**config.mk**
```make
export PLATFORM = sky130hd
export DESIGN_NAME = ringsw_loader
export DESIGN_NICKNAME = d
export VERILOG_FILES = /design/src/rtl/npu_ringsw_pkg.sv /design/src/rtl/ringsw_pattern_gen.sv /design/src/rtl/ringsw_loader.sv
export SDC_FILE = /design/constraint.sdc
export NUM_CORES = 1
export LEC_CHECK = 0
export BUFFER_PORTS_ARGS = -buffer_cell sky130_fd_sc_hd__buf_4
export CORE_ASPECT_RATIO = 0.75
export CORE_MARGIN = 4
export CORE_UTILIZATION = 50
export CTS_BUF_LIST = sky130_fd_sc_hd__clkbuf_16
export CTS_CLUSTER_SIZE = 24
export DETAILED_ROUTE_END_ITERATION = 10
export PLACE_DENSITY_LB_ADDON = 0.1
export SKIP_CTS_REPAIR_TIMING = 1
export SLEW_MARGIN = 10
export SYNTH_ARGS = -nofsm -noshare
export SYNTH_HDL_FRONTEND = slang
export SYNTH_SLANG_ARGS = --single-unit
export TNS_END_PERCENT = 5
```
**constraint.sdc**
```tcl
create_clock -name clk -period 3.25 [get_ports clk]
set_input_delay 0.4875 -clock clk [delete_from_list [all_inputs] [get_ports clk]]
set_output_delay 0.4875 -clock clk [all_outputs]
set_load 0.005 [all_outputs]
```
**src/rtl/npu_ringsw_pkg.sv**
```systemverilog
// Shared types and helpers for the ring-switch loader.
//
// Contents:
//   state_e    loader FSM states (IDLE, SETUP, HIGH, DONE)
//   window_t   captured WL/BL enable window
//   MAX_LANES  number of physical CLKREG/DINSWREG lanes
//   ARG_W      width of the window argument fields
//   lane_len() shifts per lane for a given chain geometry
package npu_ringsw_pkg;

  typedef enum logic [1:0] {
    IDLE  = 2'd0,
    SETUP = 2'd1,
    HIGH  = 2'd2,
    DONE  = 2'd3
  } state_e;

  localparam int MAX_LANES = 4;
  localparam int ARG_W     = 9;

  typedef struct packed {
    logic [ARG_W-1:0] wl_start;
    logic [ARG_W-1:0] wl_end;
    logic [ARG_W-1:0] bl_start;
    logic [ARG_W-1:0] bl_end;
  } window_t;

  // The chain is split evenly across the lanes in use.
  function automatic int lane_len(input int num_wl, input int num_bl, input int parallel);
    int lanes;
    lanes = (parallel != 0) ? MAX_LANES : 1;
    return (num_wl + num_bl) / lanes;
  endfunction

endpackage

```
**src/rtl/ringsw_pattern_gen.sv**
```systemverilog
// Combinational enable-bit generator for one lane of the ring-switch chain.
//
// The chain holds NUM_WL word-line switches (indices 0..NUM_WL-1) followed by
// NUM_BL bit-line switches. A lane position maps to chain index
// k = lane + LANES*pos; the bit is 1 when k falls inside the WL window
// [wl_start, wl_end) or, for BL indices, when k-NUM_WL falls inside
// [bl_start, bl_end).
//
// Ports:
//   lane     lane number (0..LANES-1)
//   pos      position within the lane
//   win      enable window
//   bit_val  enable bit for (lane, pos)
module ringsw_pattern_gen
  import npu_ringsw_pkg::*;
#(
  parameter int NUM_WL = 256,
  parameter int NUM_BL = 256,
  parameter int LANES  = 4,
  parameter int POS_W  = 7
) (
  input  logic [1:0]       lane,
  input  logic [POS_W-1:0] pos,
  input  window_t          win,
  output logic             bit_val
);

  // One spare bit so the chain length itself is representable.
  localparam int K_W = $clog2(NUM_WL + NUM_BL) + 1;

  logic [K_W-1:0] k;
  logic [K_W-1:0] k_bl;

  always_comb begin
    k    = K_W'(lane) + K_W'(K_W'(LANES) * K_W'(pos));
    k_bl = k - K_W'(NUM_WL);
    if (k < K_W'(NUM_WL)) begin
      bit_val = (K_W'(win.wl_start) <= k) && (k < K_W'(win.wl_end));
    end else begin
      bit_val = (K_W'(win.bl_start) <= k_bl) && (k_bl < K_W'(win.bl_end));
    end
  end

endmodule

```
**src/rtl/ringsw_loader.sv**
```systemverilog
// Ring-switch select-chain loader.
//
// On an accepted start the WL/BL window is captured and a one-hot-window
// enable pattern is shifted serially into 1 or 4 lanes. Each shift is a SETUP
// phase (clock low, data presented) followed by a HIGH phase (clock high, data
// held), each CLK_DIV system clocks long. Position LANE_LEN-1 of each lane is
// shifted first, position 0 last. A one-cycle done pulse follows the final
// HIGH phase.
//
// Optional build macro RINGSW_CLEAR_EN: every accepted start first shifts a
// full all-zero pass through the chain, then the pattern pass.
//
// Handshake: start is a one-cycle request sampled only in IDLE. A start while
// busy is dropped silently. A start with a bad window (empty range or end past
// the chain) is refused and sets err, which stays set until the next accepted
// start. busy is high from the cycle after acceptance through the last HIGH
// cycle; done pulses for exactly one cycle after that.
//
// Ports:
//   clk, rstn             system clock, asynchronous active-low reset
//   start                 one-cycle load request
//   wl_start, wl_end      WL window [start, end)
//   bl_start, bl_end      BL window [start, end)
//   busy, done, err       status to the mode sequencer
//   clkreg, dinswreg      ring-switch shift clocks and serial data per lane
//   state_dbg             current FSM state
module ringsw_loader
  import npu_ringsw_pkg::*;
#(
  parameter int NUM_WL          = 256,
  parameter int NUM_BL          = 256,
  parameter int PARALLEL_RINGSW = 1,
  parameter int CLK_DIV         = 2
) (
  input  logic                 clk,
  input  logic                 rstn,
  input  logic                 start,
  input  logic [ARG_W-1:0]     wl_start,
  input  logic [ARG_W-1:0]     wl_end,
  input  logic [ARG_W-1:0]     bl_start,
  input  logic [ARG_W-1:0]     bl_end,
  output logic                 busy,
  output logic                 done,
  output logic                 err,
  output logic [MAX_LANES-1:0] clkreg,
  output logic [MAX_LANES-1:0] dinswreg,
  output state_e               state_dbg
);

  localparam int LANES    = (PARALLEL_RINGSW != 0) ? MAX_LANES : 1;
  localparam int LANE_LEN = lane_len(NUM_WL, NUM_BL, PARALLEL_RINGSW);
  localparam int POS_W    = (LANE_LEN > 1) ? $clog2(LANE_LEN) : 1;
  localparam int DIV_W    = (CLK_DIV > 1) ? $clog2(CLK_DIV) : 1;
  localparam int LIM_W    = ARG_W + 1;

  localparam logic [MAX_LANES-1:0] LANE_MASK = MAX_LANES'((1 << LANES) - 1);
  localparam logic [POS_W-1:0]     LAST_J    = POS_W'(LANE_LEN - 1);
  localparam logic [DIV_W-1:0]     LAST_DIV  = DIV_W'(CLK_DIV - 1);
  localparam logic [LIM_W-1:0]     WL_LIMIT  = LIM_W'(NUM_WL);
  localparam logic [LIM_W-1:0]     BL_LIMIT  = LIM_W'(NUM_BL);

`ifdef RINGSW_CLEAR_EN
  localparam logic CLEAR_FIRST = 1'b1;
`else
  localparam logic CLEAR_FIRST = 1'b0;
`endif

  state_e                 state_q, state_d;
  logic [DIV_W-1:0]       div_q, div_d;
  logic [POS_W-1:0]       j_q, j_d;
  logic                   clear_q, clear_d;
  window_t                win_q, win_d;
  logic                   err_q, err_d;
  logic                   busy_q, busy_d;
  logic                   done_q, done_d;
  logic [MAX_LANES-1:0]   clkreg_q, clkreg_d;
  logic [MAX_LANES-1:0]   din_q, din_d;

  logic                   args_bad;
  logic                   accept;
  logic [POS_W-1:0]       pos_d;
  logic [MAX_LANES-1:0]   pat_bits;

  // Argument validation on the live inputs; only meaningful in IDLE.
  always_comb begin
    args_bad = (wl_start >= wl_end) || (bl_start >= bl_end) ||
               ({1'b0, wl_end} > WL_LIMIT) || ({1'b0, bl_end} > BL_LIMIT);
  end

  // Next-state logic.
  always_comb begin
    state_d = state_q;
    div_d   = div_q;
    j_d     = j_q;
    clear_d = clear_q;
    accept  = 1'b0;
    err_d   = err_q;

    unique case (state_q)
      IDLE: begin
        if (start) begin
          if (args_bad) begin
            err_d = 1'b1;
          end else begin
            accept  = 1'b1;
            err_d   = 1'b0;
            state_d = SETUP;
            div_d   = '0;
            j_d     = '0;
            clear_d = CLEAR_FIRST;
          end
        end
      end
      SETUP: begin
        if (div_q == LAST_DIV) begin
          state_d = HIGH;
          div_d   = '0;
        end else begin
          div_d = div_q + 1'b1;
        end
      end
      HIGH: begin
        if (div_q == LAST_DIV) begin
          div_d = '0;
          if (j_q != LAST_J) begin
            j_d     = j_q + 1'b1;
            state_d = SETUP;
          end else if (clear_q) begin
            // Zero pass finished: restart the shift count for the pattern.
            clear_d = 1'b0;
            j_d     = '0;
            state_d = SETUP;
          end else begin
            state_d = DONE;
          end
        end else begin
          div_d = div_q + 1'b1;
        end
      end
      DONE: begin
        state_d = IDLE;
      end
      default: begin
        state_d = IDLE;
      end
    endcase
  end

  // The pattern for the cycle being entered: on the accept edge the window
  // register is not loaded yet, so the generators see the live inputs.
  always_comb begin
    win_d = win_q;
    if (accept) begin
      win_d = '{wl_start: wl_start, wl_end: wl_end, bl_start: bl_start, bl_end: bl_end};
    end
    pos_d = LAST_J - j_d;
  end

  for (genvar l = 0; l < MAX_LANES; l++) begin : g_lane
    if (l < LANES) begin : g_act
      ringsw_pattern_gen #(
        .NUM_WL (NUM_WL),
        .NUM_BL (NUM_BL),
        .LANES  (LANES),
        .POS_W  (POS_W)
      ) u_gen (
        .lane    (2'(l)),
        .pos     (pos_d),
        .win     (win_d),
        .bit_val (pat_bits[l])
      );
    end else begin : g_off
      assign pat_bits[l] = 1'b0;
    end
  end

  // Outputs are registered from the next state so the shift clocks are
  // glitch-free; data changes only on entry to SETUP, together with the
  // falling clock edge, and is held through HIGH.
  always_comb begin
    busy_d   = (state_d == SETUP) || (state_d == HIGH);
    done_d   = (state_d == DONE);
    clkreg_d = (state_d == HIGH) ? LANE_MASK : '0;
    unique case (state_d)
      SETUP:   din_d = clear_d ? '0 : (pat_bits & LANE_MASK);
      HIGH:    din_d = din_q;
      default: din_d = '0;
    endcase
  end

  always_ff @(posedge clk or negedge rstn) begin
    if (!rstn) begin
      state_q  <= IDLE;
      div_q    <= '0;
      j_q      <= '0;
      clear_q  <= 1'b0;
      win_q    <= '0;
      err_q    <= 1'b0;
      busy_q   <= 1'b0;
      done_q   <= 1'b0;
      clkreg_q <= '0;
      din_q    <= '0;
    end else begin
      state_q  <= state_d;
      div_q    <= div_d;
      j_q      <= j_d;
      clear_q  <= clear_d;
      win_q    <= win_d;
      err_q    <= err_d;
      busy_q   <= busy_d;
      done_q   <= done_d;
      clkreg_q <= clkreg_d;
      din_q    <= din_d;
    end
  end

  assign busy      = busy_q;
  assign done      = done_q;
  assign err       = err_q;
  assign clkreg    = clkreg_q;
  assign dinswreg  = din_q;
  assign state_dbg = state_q;

endmodule

```
* After elaboration in Yosys (flattened, before gate mapping)
Index checks and enable logic that the tools add are counted.
** Word-level totals
- Register bits after elaboration :: 58
- Bits of input ports :: 39
- Output and inout port bits :: 13
- Logic and storage cells :: 107
** Cells by class
- $add $sub $neg :: 10
- Order comparisons :: 24
- Equal/unequal tests :: 9
- Mux-type cells :: 34
- Reductions and logical operators :: 17
** Operators by type and width (number)
- $le A9 B10 Y1 :: 7
- $lt A10 B9 Y1 :: 7
- $mux W36 :: 1
- $mux W7 :: 5
- $lt A10 B9 Y1 const B :: 3
- $sub A10 B9 Y10 const B :: 3
- $add A2 B9 Y10 const A :: 2
- $ge A9 B9 Y1 :: 2
- $gt A9 B9 Y1 const B :: 2
- $mux W1 :: 15
- $pmux W7 S2 :: 1
- $mux W2 :: 6
- $add A1 B9 Y10 const A :: 1
- $sub A9 B9 Y10 const B :: 1
- $le A9 B9 Y1 :: 1
- $lt A9 B9 Y1 :: 1
- $lt A9 B9 Y1 const B :: 1
- $eq A2 B2 Y1 const B :: 4
- $logic_and A1 B1 Y1 :: 8
- $mux W4 :: 2
- $pmux W2 S4 :: 1
- $pmux W4 S2 :: 1
- $add A7 B1 Y7 const B :: 1
- $ne A7 B7 Y1 const B :: 1
- 11 further kinds :: 17

* Logic depth before layout (Yosys ltp)
- Word-level depth :: 15
- Gate-level depth with buffers :: 23
- Depth with buffers taken out :: 19

* Modules after synthesis
Synthesis repeated with hierarchy kept, for this count alone.
** Second synthesis, totals
- Cells, all modules :: 692
- Area, all modules :: 6218.5 µm²
** Modules (own cells, without submodules)
- ringsw_pattern_gen :: times used 4, cells an instance 104, area each 783.3 µm², sequential area each 0.0 µm²
- ringsw_loader :: times used 1, cells an instance 276, area each 3085.5 µm², sequential area each 1376.3 µm²

* Worst setup path before layout
OpenSTA, ideal clock, no wires.
- Kind :: input port to flip-flop
- From :: input wl_end[8]
- To :: register din_q[2] (netlist: dinswreg[2])
- Arrival :: 4.131 ns
- Path slack :: -0.996 ns
- Cell stages on the path :: 21
- Path buffers :: 3
- Cell sequence :: inv_1 > ha_1 > a22oi_2 > o2111ai_1 > nor4_2 > o211a_1 > buf_6 > nand2_2 > buf_2 > buf_2 > mux2_2 > ha_1 > a21o_1 > a21o_1 > a221o_1 > a21oi_1 > and2_1 > a41oi_1 > o21ai_0 > o2111ai_1 > o311ai_0
** RTL lines
- start: declaration :: line ringsw_loader.sv:39 : input logic [ARG_W-1:0] wl_end,
- end signal: assignment :: line ringsw_loader.sv:213 : din_q <= din_d;
- end: declaration :: line ringsw_loader.sv:77 : logic [MAX_LANES-1:0] din_q, din_d;

* Final worst setup path
- From :: input wl_end[8]
- To :: register din_q[2] (netlist: dinswreg[2])
** Between the ends
- Longest elaborated chain between the ends :: 15
- Elaborated cells between the ends (all ways) :: 33
- Those cells by class :: add/sub (3); order compare (7); eq/ne (2); mux (16); reduce/logical (5)
** Ends and longest elaborated chain
- $ge A9 B9 Y1 :: line ringsw_loader.sv:86 : args_bad = (wl_start >= wl_end) || (bl_start >= bl_end) ||
- $logic_or A1 B1 Y1 :: line ringsw_loader.sv:86
- $logic_or A1 B1 Y1 * :: line ringsw_loader.sv:86
- $logic_or A1 B1 Y1 * :: line ringsw_loader.sv:87 : ({1'b0, wl_end} > WL_LIMIT) || ({1'b0, bl_end} > BL_LIMIT);
- $mux W7 * :: line ringsw_loader.sv:102 : if (args_bad) begin
- $mux W7 * :: line ringsw_loader.sv:101 : if (start) begin
- $pmux W7 S2 * :: line ringsw_loader.sv:99 : unique case (state_q)
- named net j_d[3] :: line ringsw_loader.sv:70 : logic [POS_W-1:0] j_q, j_d;
- $sub A7 B7 Y7 * :: line ringsw_loader.sv:156 : pos_d = LAST_J - j_d;
- $add A2 B9 Y10 * :: line ringsw_pattern_gen.sv:35 : k = K_W'(lane) + K_W'(K_W'(LANES) * K_W'(pos));
- $sub A10 B9 Y10 :: line ringsw_pattern_gen.sv:36 : k_bl = k - K_W'(NUM_WL);
- $le A9 B10 Y1 or $lt A10 B9 Y1 (tied branches) :: line ringsw_pattern_gen.sv:40 : bit_val = (K_W'(win.bl_start) <= k_bl) && (k_bl < K_W'(win.bl_end));
- $logic_and A1 B1 Y1 :: line ringsw_pattern_gen.sv:40
- $mux W1 * :: line ringsw_pattern_gen.sv:37 : if (k < K_W'(NUM_WL)) begin
- $mux W4 * :: line ringsw_loader.sv:185 : SETUP: din_d = clear_d ? '0 : (pat_bits & LANE_MASK);
- $pmux W4 S2 * :: line ringsw_loader.sv:184 : unique case (state_d)
The timed path passes the listed nets; every way through them passes the cells marked *.
A chain may end at the register's enable or synchronous reset.

==> impl_results.html <==
<table>
<tr><th>Metric</th><th>Value</th></tr>
<tr><th colspan="2">Clock tree</th></tr>
<tr><td>Largest buffer count on any clock path</td><td>2</td></tr>
<tr><td>Clock tree from TritonCTS</td><td>built</td></tr>
<tr><td>Root Buffer Master</td><td>sky130_fd_sc_hd__clkbuf_16</td></tr>
<tr><td>Clock sink count</td><td>55</td></tr>
<tr><td>Skew-Pair Late Insertion Delay</td><td>300 ps</td></tr>
<tr><td>Number of buffers created by CTS</td><td>5</td></tr>
<tr><td>Clock-pin slew on the worst setup and hold paths</td><td>80 ps</td></tr>
<tr><td>Htree depth</td><td>2</td></tr>
<tr><th colspan="2">Timing</th></tr>
<tr><td>Worst-case clock skew</td><td>10.5 ps</td></tr>
<tr><td>Slew Viols, Final</td><td>0</td></tr>
<tr><td>Worst slew slack as a fraction of its limit</td><td>51.6%</td></tr>
<tr><td>Share of the clock period used by the worst path after layout</td><td>122%</td></tr>
<tr><td>Fmax</td><td>253 MHz</td></tr>
<tr><td>Final Hold Slack</td><td>233 ps</td></tr>
<tr><td>Endpoints failing hold</td><td>0</td></tr>
<tr><td>Slew at the pin closest to its max-slew limit</td><td>726 ps</td></tr>
<tr><td>Endpoints failing setup</td><td>4</td></tr>
<tr><td>Final critical path time including I/O delays and setup</td><td>3950 ps</td></tr>
<tr><td>Post-route worst setup slack</td><td>-702 ps</td></tr>
<tr><td>Setup repair after global routing missed its margin</td><td>true</td></tr>
<tr><th colspan="2">Drt</th></tr>
<tr><td>Number of DRC violations after detailed routing</td><td>0</td></tr>
<tr><td>First-pass DRT Iterations</td><td>5</td></tr>
<tr><td>Initial DRC count</td><td>242</td></tr>
<tr><td>Routed wire length per instance</td><td>18.0 microns</td></tr>
<tr><td>DRT antenna net count</td><td>0</td></tr>
<tr><td>Final routed wirelength across all metal layers</td><td>12800 microns</td></tr>
<tr><td>Via density per instance</td><td>5.57</td></tr>
<tr><td>Vias after detailed routing</td><td>3974</td></tr>
<tr><th colspan="2">Worst setup path</th></tr>
<tr><td>Worst endpoint data arrival time</td><td>4140 ps</td></tr>
<tr><td>Highest cell delay on the worst timing path</td><td>340 ps</td></tr>
<tr><td>Cell with the largest stage delay on the worst path</td><td>sky130_fd_sc_hd__a221o_1</td></tr>
<tr><td>Critical path fanouts, max</td><td>4</td></tr>
<tr><td>Category of the critical setup timing path</td><td>primary input to register</td></tr>
<tr><td>Element type at the critical path end</td><td>register</td></tr>
<tr><td>Logic depth of the worst register-to-register path</td><td>18</td></tr>
<tr><td>Most frequent cell on the critical path</td><td>sky130_fd_sc_hd__a21o_1</td></tr>
<tr><td>Cells along the critical path</td><td>buf_4 &gt; inv_4 &gt; ha_4 &gt; a22oi_2 &gt; o2111ai_4 &gt; nor4_4 &gt; o211a_1 &gt; mux2i_2 &gt; a21o_1 &gt; a32o_2 &gt; ha_4 &gt; a21o_1 &gt; a21o_1 &gt; a221o_1 &gt; a21oi_4 &gt; and2_4 &gt; a41oi_2 &gt; o21ai_1 &gt; o2111ai_2 &gt; o311ai_1</td></tr>
<tr><td>Required time at the endpoint of the critical path</td><td>3440 ps</td></tr>
<tr><td>Flop2flop setup slack</td><td>-550 ps</td></tr>
<tr><td>R2R Path End</td><td>dinswreg[2]$_DFFE_PN0N_</td></tr>
<tr><td>Buf+Inv Stages, Crit Path</td><td>2</td></tr>
<tr><td>Cell class contributing the biggest share of worst-path delay</td><td>compound AO/OA/AOI/OAI gates</td></tr>
<tr><td>Beginning of the worst register-to-register path</td><td>j_q[0]$_DFF_PN0_</td></tr>
<tr><td>Critical Path Start Type</td><td>primary input</td></tr>
<tr><th colspan="2">Synthesis</th></tr>
<tr><td>Synth warnings</td><td>0</td></tr>
<tr><td>FFs w/ async S/R, synth</td><td>100%</td></tr>
<tr><td>Top flip-flop cell by instance count after synthesis</td><td>sky130_fd_sc_hd__dfrtp_1</td></tr>
<tr><td>Dominant cells by area after synthesis</td><td>sky130_fd_sc_hd__dfrtp_1, sky130_fd_sc_hd__ha_1, sky130_fd_sc_hd__inv_1, sky130_fd_sc_hd__a21oi_1, sky130_fd_sc_hd__mux2_2</td></tr>
<tr><td>Average cell area after synthesis</td><td>9.07 sq um</td></tr>
<tr><td>Synthesized Nets</td><td>526</td></tr>
<tr><td>Instance count of the mapped netlist</td><td>433</td></tr>
<tr><td>Part of the Yosys area used for sequential elements</td><td>35.0%</td></tr>
<tr><td>Post-synthesis instance area</td><td>3930 sq um</td></tr>
<tr><td>Proportion of netlist area held by the largest area contributor</td><td>35.0%</td></tr>
<tr><td>Yosys top cell by area</td><td>sky130_fd_sc_hd__dfrtp_1</td></tr>
<tr><td>Post-synthesis cell type count</td><td>58</td></tr>
<tr><td>Number of synthesized flops with an enable pin</td><td>0</td></tr>
<tr><td>Synthesized flop and latch total</td><td>55</td></tr>
<tr><th colspan="2">Floorplanning</th></tr>
<tr><td>Chip Height</td><td>84.8 microns</td></tr>
<tr><td>Number of rows in the core area</td><td>27</td></tr>
<tr><td>Core area</td><td>7500 sq um</td></tr>
<tr><td># IOs</td><td>52</td></tr>
<tr><td>Total Die Area</td><td>9350 sq um</td></tr>
<tr><td>Initial core utilization</td><td>52.4%</td></tr>
<tr><td>Die span in x</td><td>110 microns</td></tr>
<tr><th colspan="2">Run status</th></tr>
<tr><td>Status</td><td>finished, violations left</td></tr>
<tr><td>Violations in the final reports</td><td>negative setup slack</td></tr>
<tr><th colspan="2">Job</th></tr>
<tr><td>Number of max-cap violations</td><td>0</td></tr>
<tr><th colspan="2">Layout</th></tr>
<tr><td>Fraction of final layout cells with drive strength greater than 1</td><td>41.0%</td></tr>
<tr><td>Leading cell types in the layout, fill and taps excluded</td><td>sky130_fd_sc_hd__buf_4, sky130_fd_sc_hd__dfrtp_1, sky130_fd_sc_hd__inv_1, sky130_fd_sc_hd__ha_1, sky130_fd_sc_hd__a21oi_1</td></tr>
<tr><td>NumNets Final</td><td>704</td></tr>
<tr><td>Layout area overhead</td><td>48.4%</td></tr>
<tr><td>Total inserted antenna cells</td><td>0</td></tr>
<tr><td>Commonest non-fill, non-tap cell in the layout</td><td>sky130_fd_sc_hd__buf_4</td></tr>
<tr><td>Final core utilization</td><td>77.7%</td></tr>
<tr><th colspan="2">Placement</th></tr>
<tr><td>Post-DP HPWL</td><td>10100 microns</td></tr>
<tr><td>Global placer's final weighted congestion</td><td>0.952</td></tr>
<tr><td>Number of port buffers</td><td>51</td></tr>
<tr><td>Pre-CTS setup slack</td><td>-1210 ps</td></tr>
<tr><th colspan="2">Global route</th></tr>
<tr><td>Initial antenna violation count</td><td>0</td></tr>
<tr><td>Via count of the first global-routing pass</td><td>4003</td></tr>
<tr><td>Overflow after GRT</td><td>0</td></tr>
<tr><td>Wire length of the first global-routing pass</td><td>20400 microns</td></tr>
<tr><td>Pin count of the biggest net entering global routing</td><td>56</td></tr>
<tr><td>All-layer global routing usage</td><td>28.0%</td></tr>
<tr><th colspan="2">Power</th></tr>
<tr><td>Power density normalized to cell area</td><td>270 nW/um^2</td></tr>
<tr><td>Peak ir drop on the vdd network</td><td>0.226 mV</td></tr>
<tr><td>Leakage component of the power</td><td>3.21 nW</td></tr>
<tr><th colspan="2">Min path</th></tr>
<tr><td>Path category of the worst min-delay check</td><td>primary input to async pin</td></tr>
</table>
-- logic make-up (layout without fill, tap and decap cells) --
family | after synthesis | in the layout | share of synthesized area (%)
AOI/OAI and AO/OA | 117 | 117 | 19.9
adders and majority gates | 54 | 54 | 17.2
buffers and inverters | 73 | 252 | 7.90
DFF | 55 | 55 | 35.0
muxes | 20 | 20 | 5.48
and+or+nand+nor | 114 | 114 | 14.5
-- worst max-delay path by stage --
stage	cells past startpoint	from	slack [ps]	end
2_1_floorplan	20	bl_end[6]	-510	dinswreg[0]$_DFFE_PN0N_
3_3_place_gp	20	wl_end[2]	-1050	dinswreg[1]$_DFFE_PN0N_
3_5_place_dp	20	wl_end[2]	-1210	dinswreg[1]$_DFFE_PN0N_
4_1_cts	20	wl_end[2]	-920	dinswreg[1]$_DFFE_PN0N_
5_1_grt	20	bl_end[3]	-820	dinswreg[2]$_DFFE_PN0N_
6_report	20	wl_end[8]	-700	dinswreg[2]$_DFFE_PN0N_
-- routing by layer --
metal | GRT usage (%) | part of all wire, % | vias up
li1 | - | - | 1912
met1 | 41.4 | 46 | 1890
met2 | 44.5 | 46 | 153
met3 | 4.00 | 6.7 | 19
met4 | 4.14 | 1.1 | 0
met5 | 0 | 0 | -
-- state kept, by name, summed over array words and instances (netlist names) --
name       count
win_q         36
div_q          1
clkreg         1
j_q            7
state_dbg      2
done           1
err            1
dinswreg       4
clear_q        1
busy           1
-- synthesized netlist by cell type (3+ instances only) --
master	n
sky130_fd_sc_hd__a22o_1	3
sky130_fd_sc_hd__mux2i_1	8
sky130_fd_sc_hd__buf_4	3
sky130_fd_sc_hd__nor2_1	30
sky130_fd_sc_hd__nand2b_1	3
sky130_fd_sc_hd__a21o_1	15
sky130_fd_sc_hd__o2111ai_1	4
sky130_fd_sc_hd__nand3_1	18
sky130_fd_sc_hd__inv_1	58
sky130_fd_sc_hd__nor4_1	5
sky130_fd_sc_hd__dfrtp_1	55
sky130_fd_sc_hd__a21oi_1	41
sky130_fd_sc_hd__o311ai_0	4
sky130_fd_sc_hd__ha_1	54
sky130_fd_sc_hd__and3_1	6
sky130_fd_sc_hd__a21boi_0	3
sky130_fd_sc_hd__nand4_1	3
sky130_fd_sc_hd__o211ai_1	3
sky130_fd_sc_hd__nand2_1	22
sky130_fd_sc_hd__nor3_1	11
sky130_fd_sc_hd__mux2_2	12
sky130_fd_sc_hd__o21ai_0	17
sky130_fd_sc_hd__o31ai_1	3
sky130_fd_sc_hd__buf_2	6
sky130_fd_sc_hd__clkbuf_1	3
-- report_power, final --
part / switching (W) / internal [W]
Clock: 0.000255 / 0.000439
Combinational: 0.0000948 / 0.0000991
Sequential: 0.00000109 / 0.000686
-- per-stage QoR --
stage	instance area, sq um	setup TNS, ps	std cells	power, W
6_report	5830	-2520	713	0.00158
5_1_grt	5830	-3010	713	0.00163
4_1_cts	5710	-3520	710	0.00157
3_5_place_dp	5520	-4920	702	0.000883
3_3_place_gp	5520	-4090	702	0.000879
2_1_floorplan	4130	-1900	433	0.000766
-- final cells by class --
type / instances / area, sq um
sequential: 55 / 1380
timing repair buffer: 185 / 1390
clock inverter: 3 / 63.8
fill: 528 / 1670
multi-input combinational: 305 / 2500
inverter: 59 / 241
tap: 101 / 126
clock buffer: 5 / 125
(Power assumes the default switching activity.)
